--- src/rtl/pulse_gen_pkg.sv ---
// Shared types, constants and helpers for the multi-channel pulse generator.
package pulse_gen_pkg;

  localparam int unsigned DEFAULT_PERIOD_C = 2;
  localparam int unsigned MAX_CHANNELS     = 16;

  typedef enum logic [0:0] {
    CH_IDLE,
    CH_RUN
  } ch_state_e;

  // Channel index width, at least one bit so a single-channel build still has a port.
  function automatic int unsigned ch_idx_w(input int unsigned n);
    return (n > 1) ? $clog2(n) : 1;
  endfunction

endpackage

--- src/rtl/pulse_gen_channel.sv ---
// One pulse channel: period register, phase counter and registered pulse/active outputs.
// Optional high-time register when PULSE_GEN_DUTY_EN is defined.
module pulse_gen_channel
  import pulse_gen_pkg::*;
#(
  parameter int unsigned WIDTH          = 32,
  parameter int unsigned DEFAULT_PERIOD = DEFAULT_PERIOD_C
) (
  input  logic             clk,
  input  logic             rst,
  input  logic             en,
  input  logic             restart,
  input  logic             period_ld,
  input  logic [WIDTH-1:0] period_data,
`ifdef PULSE_GEN_DUTY_EN
  input  logic             duty_ld,
  input  logic [WIDTH-1:0] duty_data,
`endif
  output logic             pulse,
  output logic             active
);

  logic [WIDTH-1:0] period_q, period_d;
  logic [WIDTH-1:0] cnt_q, cnt_d;
  logic             pulse_q, pulse_d;
  ch_state_e        st_q, st_d;
  logic             phase_reset;
  logic             wrap_pulse;
  logic             run_pulse;

`ifdef PULSE_GEN_DUTY_EN
  logic [WIDTH-1:0] duty_q, duty_d;

  assign phase_reset = restart | period_ld | duty_ld;
  assign wrap_pulse  = (duty_q != '0);
  // Next count is cnt+1; stay high while still inside the high time.
  assign run_pulse   = ((cnt_q + WIDTH'(1)) < duty_q);

  always_comb begin
    duty_d = duty_q;
    if (duty_ld) duty_d = duty_data;
  end

  always_ff @(posedge clk or posedge rst) begin
    if (rst) duty_q <= WIDTH'(1);
    else     duty_q <= duty_d;
  end
`else
  assign phase_reset = restart | period_ld;
  assign wrap_pulse  = 1'b1;
  assign run_pulse   = 1'b0;
`endif

  always_comb begin
    period_d = period_q;
    cnt_d    = cnt_q;
    pulse_d  = 1'b0;
    st_d     = (en && (period_q != '0)) ? CH_RUN : CH_IDLE;
    if (period_ld) period_d = period_data;

    if (phase_reset) begin
      cnt_d = '0;
    end else if (!en || (period_q == '0)) begin
      cnt_d = '0;
    end else if (cnt_q == (period_q - WIDTH'(1))) begin
      cnt_d   = '0;
      pulse_d = wrap_pulse;
    end else begin
      cnt_d   = cnt_q + WIDTH'(1);
      pulse_d = run_pulse;
    end
  end

  always_ff @(posedge clk or posedge rst) begin
    if (rst) begin
      period_q <= WIDTH'(DEFAULT_PERIOD);
      cnt_q    <= '0;
      pulse_q  <= 1'b0;
      st_q     <= CH_IDLE;
    end else begin
      period_q <= period_d;
      cnt_q    <= cnt_d;
      pulse_q  <= pulse_d;
      st_q     <= st_d;
    end
  end

  assign pulse  = pulse_q;
  assign active = (st_q == CH_RUN);

endmodule

--- src/rtl/multi_channel_pulse_generator.sv ---
// N independent periodic pulse channels with programmable periods and global phase sync.
// Define PULSE_GEN_DUTY_EN to add per-channel programmable high time (duty_wr/duty_data).
module multi_channel_pulse_generator
  import pulse_gen_pkg::*;
#(
  parameter int unsigned CHANNELS       = 4,
  parameter int unsigned WIDTH          = 32,
  parameter int unsigned DEFAULT_PERIOD = DEFAULT_PERIOD_C,
  localparam int unsigned IdxW          = ch_idx_w(CHANNELS)
) (
  input  logic                clk,
  input  logic                rst,
  input  logic [CHANNELS-1:0] en,
  input  logic                sync,
  input  logic                period_wr,
  input  logic [IdxW-1:0]     period_ch,
  input  logic [WIDTH-1:0]    period_data,
`ifdef PULSE_GEN_DUTY_EN
  input  logic                duty_wr,
  input  logic [WIDTH-1:0]    duty_data,
`endif
  output logic [CHANNELS-1:0] pulse,
  output logic [CHANNELS-1:0] active
);

  logic [CHANNELS-1:0] period_ld;
`ifdef PULSE_GEN_DUTY_EN
  logic [CHANNELS-1:0] duty_ld;
`endif

  // Indices at or above CHANNELS match no slot, so such writes are dropped.
  always_comb begin
    period_ld = '0;
`ifdef PULSE_GEN_DUTY_EN
    duty_ld   = '0;
`endif
    for (int unsigned i = 0; i < CHANNELS; i++) begin
      if (period_ch == IdxW'(i)) begin
        period_ld[i] = period_wr;
`ifdef PULSE_GEN_DUTY_EN
        duty_ld[i]   = duty_wr;
`endif
      end
    end
  end

  for (genvar g = 0; g < CHANNELS; g++) begin : g_ch
    pulse_gen_channel #(
      .WIDTH          (WIDTH),
      .DEFAULT_PERIOD (DEFAULT_PERIOD)
    ) u_ch (
      .clk         (clk),
      .rst         (rst),
      .en          (en[g]),
      .restart     (sync),
      .period_ld   (period_ld[g]),
      .period_data (period_data),
`ifdef PULSE_GEN_DUTY_EN
      .duty_ld     (duty_ld[g]),
      .duty_data   (duty_data),
`endif
      .pulse       (pulse[g]),
      .active      (active[g])
    );
  end

endmodule

--- config.mk ---
export PLATFORM = sky130hd
export DESIGN_NAME = multi_channel_pulse_generator
export DESIGN_NICKNAME = d
export VERILOG_FILES = /design/src/rtl/pulse_gen_pkg.sv /design/src/rtl/pulse_gen_channel.sv /design/src/rtl/multi_channel_pulse_generator.sv
export SDC_FILE = /design/constraint.sdc
export NUM_CORES = 1
export LEC_CHECK = 0
export CAP_MARGIN = 20
export CORE_ASPECT_RATIO = 1.1
export CORE_MARGIN = 2
export CORE_UTILIZATION = 55
export DETAILED_ROUTE_END_ITERATION = 6
export PLACE_DENSITY = 0.74
export SLEW_MARGIN = 10
export SYNTH_ARGS = -nofsm -noshare
export SYNTH_HDL_FRONTEND = slang
export SYNTH_SLANG_ARGS = --single-unit
--- constraint.sdc ---
create_clock -name clk -period 14.3 [get_ports clk]
set_clock_uncertainty 0.15 [all_clocks]
set_input_delay 1.43 -clock clk [delete_from_list [all_inputs] [get_ports clk]]
set_output_delay 1.43 -clock clk [all_outputs]
set_load 0.01 [all_outputs]
==> impl_summary.md <==
Setup path
Walking the worst path, the cells encountered are inv_1 > ha_1 > nor3b_1 > nand4_1 > nor4_1 > xnor2_1 > nand3_1 > nor4_1 > a41o_1 > nor2_1. The data required time at the worst endpoint is 14.54 ns. In this run the critical register-to-register path is captured at g_ch[0].u_ch.cnt_q[21]. The sort of element at the end of the critical path is a flop.

The setup path with the least slack is of type flop to flop. The setup check on the worst reg-to-reg path leaves a slack of 10.21 ns. The number of cell instances on the worst register-to-register path is 10. The slowest stage of the critical path belongs to the cell sky130_fd_sc_hd__a41o_1. In this design, the stage delay of the slowest critical-path cell is 0.90 ns. In this design, the critical path's most frequently occurring cell is sky130_fd_sc_hd__nor4_1. The cell family contributing the most delay on the critical path is simple AND/OR/NAND/NOR gates. Data on the critical path arrives at its endpoint at 4.33 ns.

In this run the critical register-to-register path is launched from g_ch[0].u_ch.period_q[0]. The count of buffering cells on the critical path with inverters included is 1. Counting buffers and inverters, the worst setup path is 10 cells deep. The termination of the worst setup path is g_ch[0].u_ch.cnt_q[21].

The nature of the critical path startpoint is a flop. Of all nets on the critical path, the largest fanout is 32. The startpoint of the worst setup timing path is g_ch[0].u_ch.period_q[0].

Logic synthesis
The multiplexer share of the synthesized area is 9.552%. The share of the synthesized area in compound gates (AO/OA/AOI/OAI) is 5.365%. The netlist area before placement is 0.01584 mm2. The cell count after synthesis came out at 1611. The area share of fa/ha/maj cells after synthesis is less than 1%. The main combinational cell family by area after synthesis is simple AND/OR/NAND/NOR gates. In this run, synthesis inferred 0 flip-flops with an integrated enable.

Of the total synthesized cell area, the portion taken by XOR and XNOR cells is 16.32%. During synthesis, Yosys emitted a total of 0 warnings. The number of nets in the synthesized netlist is 1661.

Summing the areas of all and, or, nand and nor instances in the mapped netlist gives 23.32% of the synthesized area. The share of the Yosys chip area taken by registers is 41.75%. The synthesized area per cell is 9.830 um2.

For this run, asynchronously set or reset flops after synthesis account for 100.0%. After synthesis the netlist holds a flip-flop and latch count of between 200 and 300. The number of distinct standard cells referenced by the synthesized netlist is 78.

In the synthesized netlist the dominant register cell turns out to be sky130_fd_sc_hd__dfrtp_1.

GRT
The number of antenna violations at the first check in global routing is 0. The pin count of the biggest net entering global routing is around 140. The number of global-route vias before repair was about 12000. Global routing consumed, over all layers together, 24.53% of the routing resources. The overflow left after global routing is 0. The first global-routing pass estimated between 60000 and 70000 um of wire.

CTS
The number of clock sinks is 264. The number of gates resized after CTS was 0. The total clock buffers created by CTS is 28. The later pin in the worst-skew pair is clocked with a latency of between 0.5 and 0.6 ns. The deepest clock path buffer count is 3.

After clock tree synthesis, the clock-pin slew on the worst setup and hold paths is 0.06 ns. In this run the number of H-tree levels came out at 1. Buffers inserted to repair hold after CTS numbered 0. The library cell used as clock root buffer is sky130_fd_sc_hd__clkbuf_16. The number of buffers inserted to repair setup after CTS is 0. TritonCTS built the clock tree.

Layout
Relative to the synthesized area, the layout overhead comes to 10.48%. 0 antenna diodes ended up in the layout. The area of the multi-input gates is 0.008743 mm2. The filler cells instantiated in the layout total 2363. The area occupied by registers is 0.006611 mm2. The fraction of final layout cells sized beyond drive strength 1 is 15.08%. Leaving out fill and tap cells, the most frequent cells in the layout are sky130_fd_sc_hd__dfrtp_1 (260), sky130_fd_sc_hd__xnor2_1 (148), sky130_fd_sc_hd__xor2_1 (147). The number of nets at the end of the flow is 1679. The library cell used most frequently in the layout, excluding fill and tap cells, is sky130_fd_sc_hd__dfrtp_1.

Worst hold path
The min-delay analysis places its worst path in the category flop to flop. The start point of the worst hold path is g_ch[1].u_ch.cnt_q[0]. Counting instances, the worst hold path has a depth of 1.

Die
The area of the core is 0.02855 mm2. For this configuration, the core starts out at a cell density of 55.48%. The number of placement rows is 65. The die is approximately 180 um tall.

The die extent in x is between 150 and 200 um. The die footprint is about 0.030 mm2. During I/O placement, the number of pins put on the boundary was 50.

STA
Setup repair after global routing left no endpoint under its margin. The maximum clock frequency is 0.2447 GHz. After routing, the total negative slack on setup checks comes to 0 ns.

The total count of hold-check failures in the final report came to 0. The number of setup violations in the final report is 0. The final clock period utilization by the worst path is 28.58%. The worst slew slack as a fraction of its limit is between 30 and 40%. The count of final max-slew check failures is 0. At the pin with the least slew margin, the transition time is between 1 and 1.5 ns. The smallest clock period supported by the final layout is computed as roughly 4 ns.

Placement
During placement, the flow inserted port buffers numbering 49. The HPWL after detailed placement is approximately 27000 um. Routability-driven placement finished with a final weighted congestion of 0.9006.

Drt
The number of nets with antenna violations after detailed routing is 0. The number of violations reported at the end of detailed-routing iteration 0 is 911. In the routed design, unresolved DRC markers number 0. The pre-antenna-repair detailed-routing pass consisted of 7 iterations. In the final routed layout, each cell accounts on average for 18.27 um.

The average via count per standard cell is 5.914. The wire length after detailed routing is 36880 um. The detailed router placed 11940 vias in this run.

Pwr
The worst supply voltage drop on vdd is between 90 and 100 uV. For this design the static power due to leakage is 0.006781 uW. In this run the power density over the cells is 116.6 mW/mm2.

The total power consumption of the routed design is 2041 uW.

Outcome
The flow ran to the end, and the final reports show no timing, DRC or antenna violations.

Flow run
Across the run, the number of max-cap violations was 0.
[cells by family after synthesis]
| group | count (synthesis) |
|---|---|
| and+or+nand+nor | 684 |
| xor gates and xnor gates | 295 |
| DFF | 264 |
| muxes | 135 |
| AOI/OAI and AO/OA | 123 |
| buffers and inverters | 102 |
| adders and majority gates | 8 |
[stage by stage]
stage	cell area (um2)	hold slack (ns)	worst slack (ns)	utilization (%)	instances
after floorplan	15840	0.3402	5.458	-	1611
after global placement	16480	0.3790	10.27	57.73	1963
after detailed placement	16480	0.3816	10.16	57.73	1963
after CTS	17440	0.3933	10.15	61.08	2015
after global routing	17500	0.4147	9.709	61.29	2019
final	17500	0.3863	10.21	61.29	2019
[cell usage after synthesis (5+ instances only)]
cell type                  number  area share (%)
sky130_fd_sc_hd__nand3_1       68             2.1
sky130_fd_sc_hd__nand2_1      114             2.7
sky130_fd_sc_hd__nor3b_1       10            0.47
sky130_fd_sc_hd__xor2_1       147             8.1
sky130_fd_sc_hd__clkbuf_1      44             1.0
sky130_fd_sc_hd__mux2_2       129             9.2
sky130_fd_sc_hd__o22ai_1        8            0.32
sky130_fd_sc_hd__mux2i_1        6            0.38
sky130_fd_sc_hd__buf_2         11            0.35
sky130_fd_sc_hd__nor2_2        30             1.2
sky130_fd_sc_hd__a211oi_1       5            0.24
sky130_fd_sc_hd__or3_1         12            0.47
sky130_fd_sc_hd__and4_1        13            0.72
sky130_fd_sc_hd__nor2_1       122             2.9
sky130_fd_sc_hd__a21oi_1       21            0.66
sky130_fd_sc_hd__nor4_1        40             1.6
sky130_fd_sc_hd__inv_1         30            0.71
sky130_fd_sc_hd__nor2b_1       10            0.40
sky130_fd_sc_hd__o21ai_0       28            0.88
sky130_fd_sc_hd__nand2b_1      18            0.71
sky130_fd_sc_hd__buf_6          8            0.57
sky130_fd_sc_hd__dfrtp_1      260              41
sky130_fd_sc_hd__buf_4          8            0.38
sky130_fd_sc_hd__nand3b_1      17            0.81
sky130_fd_sc_hd__nor3_1       107             3.4
sky130_fd_sc_hd__and3_1        29             1.1
sky130_fd_sc_hd__or4_1         11            0.52
sky130_fd_sc_hd__or2_2          5            0.20
sky130_fd_sc_hd__and2_1        12            0.47
sky130_fd_sc_hd__a31oi_1        8            0.32
sky130_fd_sc_hd__nand4_1       38             1.5
sky130_fd_sc_hd__ha_1           8            0.63
sky130_fd_sc_hd__xnor2_1      148             8.2
[flip-flops by register name (all words and copies together), names as in the netlist]
| name | count |
|---|---|
| g_ch.u_ch.active | 4 |
| g_ch.u_ch.pulse | 4 |
| g_ch.u_ch.cnt_q | 128 |
| g_ch.u_ch.period_q | 128 |
[report_power, final]
part	switching (uW)	internal [uW]	leakage, uW	total [uW]
Combinational	177	180	0.00293	356
Sequential	120	819	0.00340	938
Clock	313	433	0.000456	746
Total	609	1430	0.00678	2040
[worst min-delay path by stage]
| stage | end | slack [ns] |
|---|---|---|
| 5_1_grt | g_ch[1].u_ch.cnt_q[0] | 0.41 |
| 2_1_floorplan | g_ch[0].u_ch.cnt_q[0] | 0.34 |
| 3_3_place_gp | g_ch[0].u_ch.period_q[1] | 0.38 |
| 6_report | g_ch[1].u_ch.cnt_q[0] | 0.39 |
| 3_5_place_dp | g_ch[1].u_ch.cnt_q[0] | 0.38 |
| 4_1_cts | g_ch[1].u_ch.cnt_q[0] | 0.39 |
[metal layers]
metal	part of all wire [%]	vias up	global-route usage, %
li1	-	5733	-
met1	45	5840	34.02
met2	47	287	39.54
met3	4.0	80	2.507
met4	4.2	0	10.40
met5	0	-	0
[final cells by class]
cell class,count,area share (%)
Clock inverter,20,1.209
Tap cell,368,2.632
Inverter,30,0.6865
Timing Repair Buffer,60,3.447
Sequential cell,264,37.79
Clock buffer,32,4.269
Multi-Input combinational cell,1245,49.97
(Power assumes the default switching activity.)
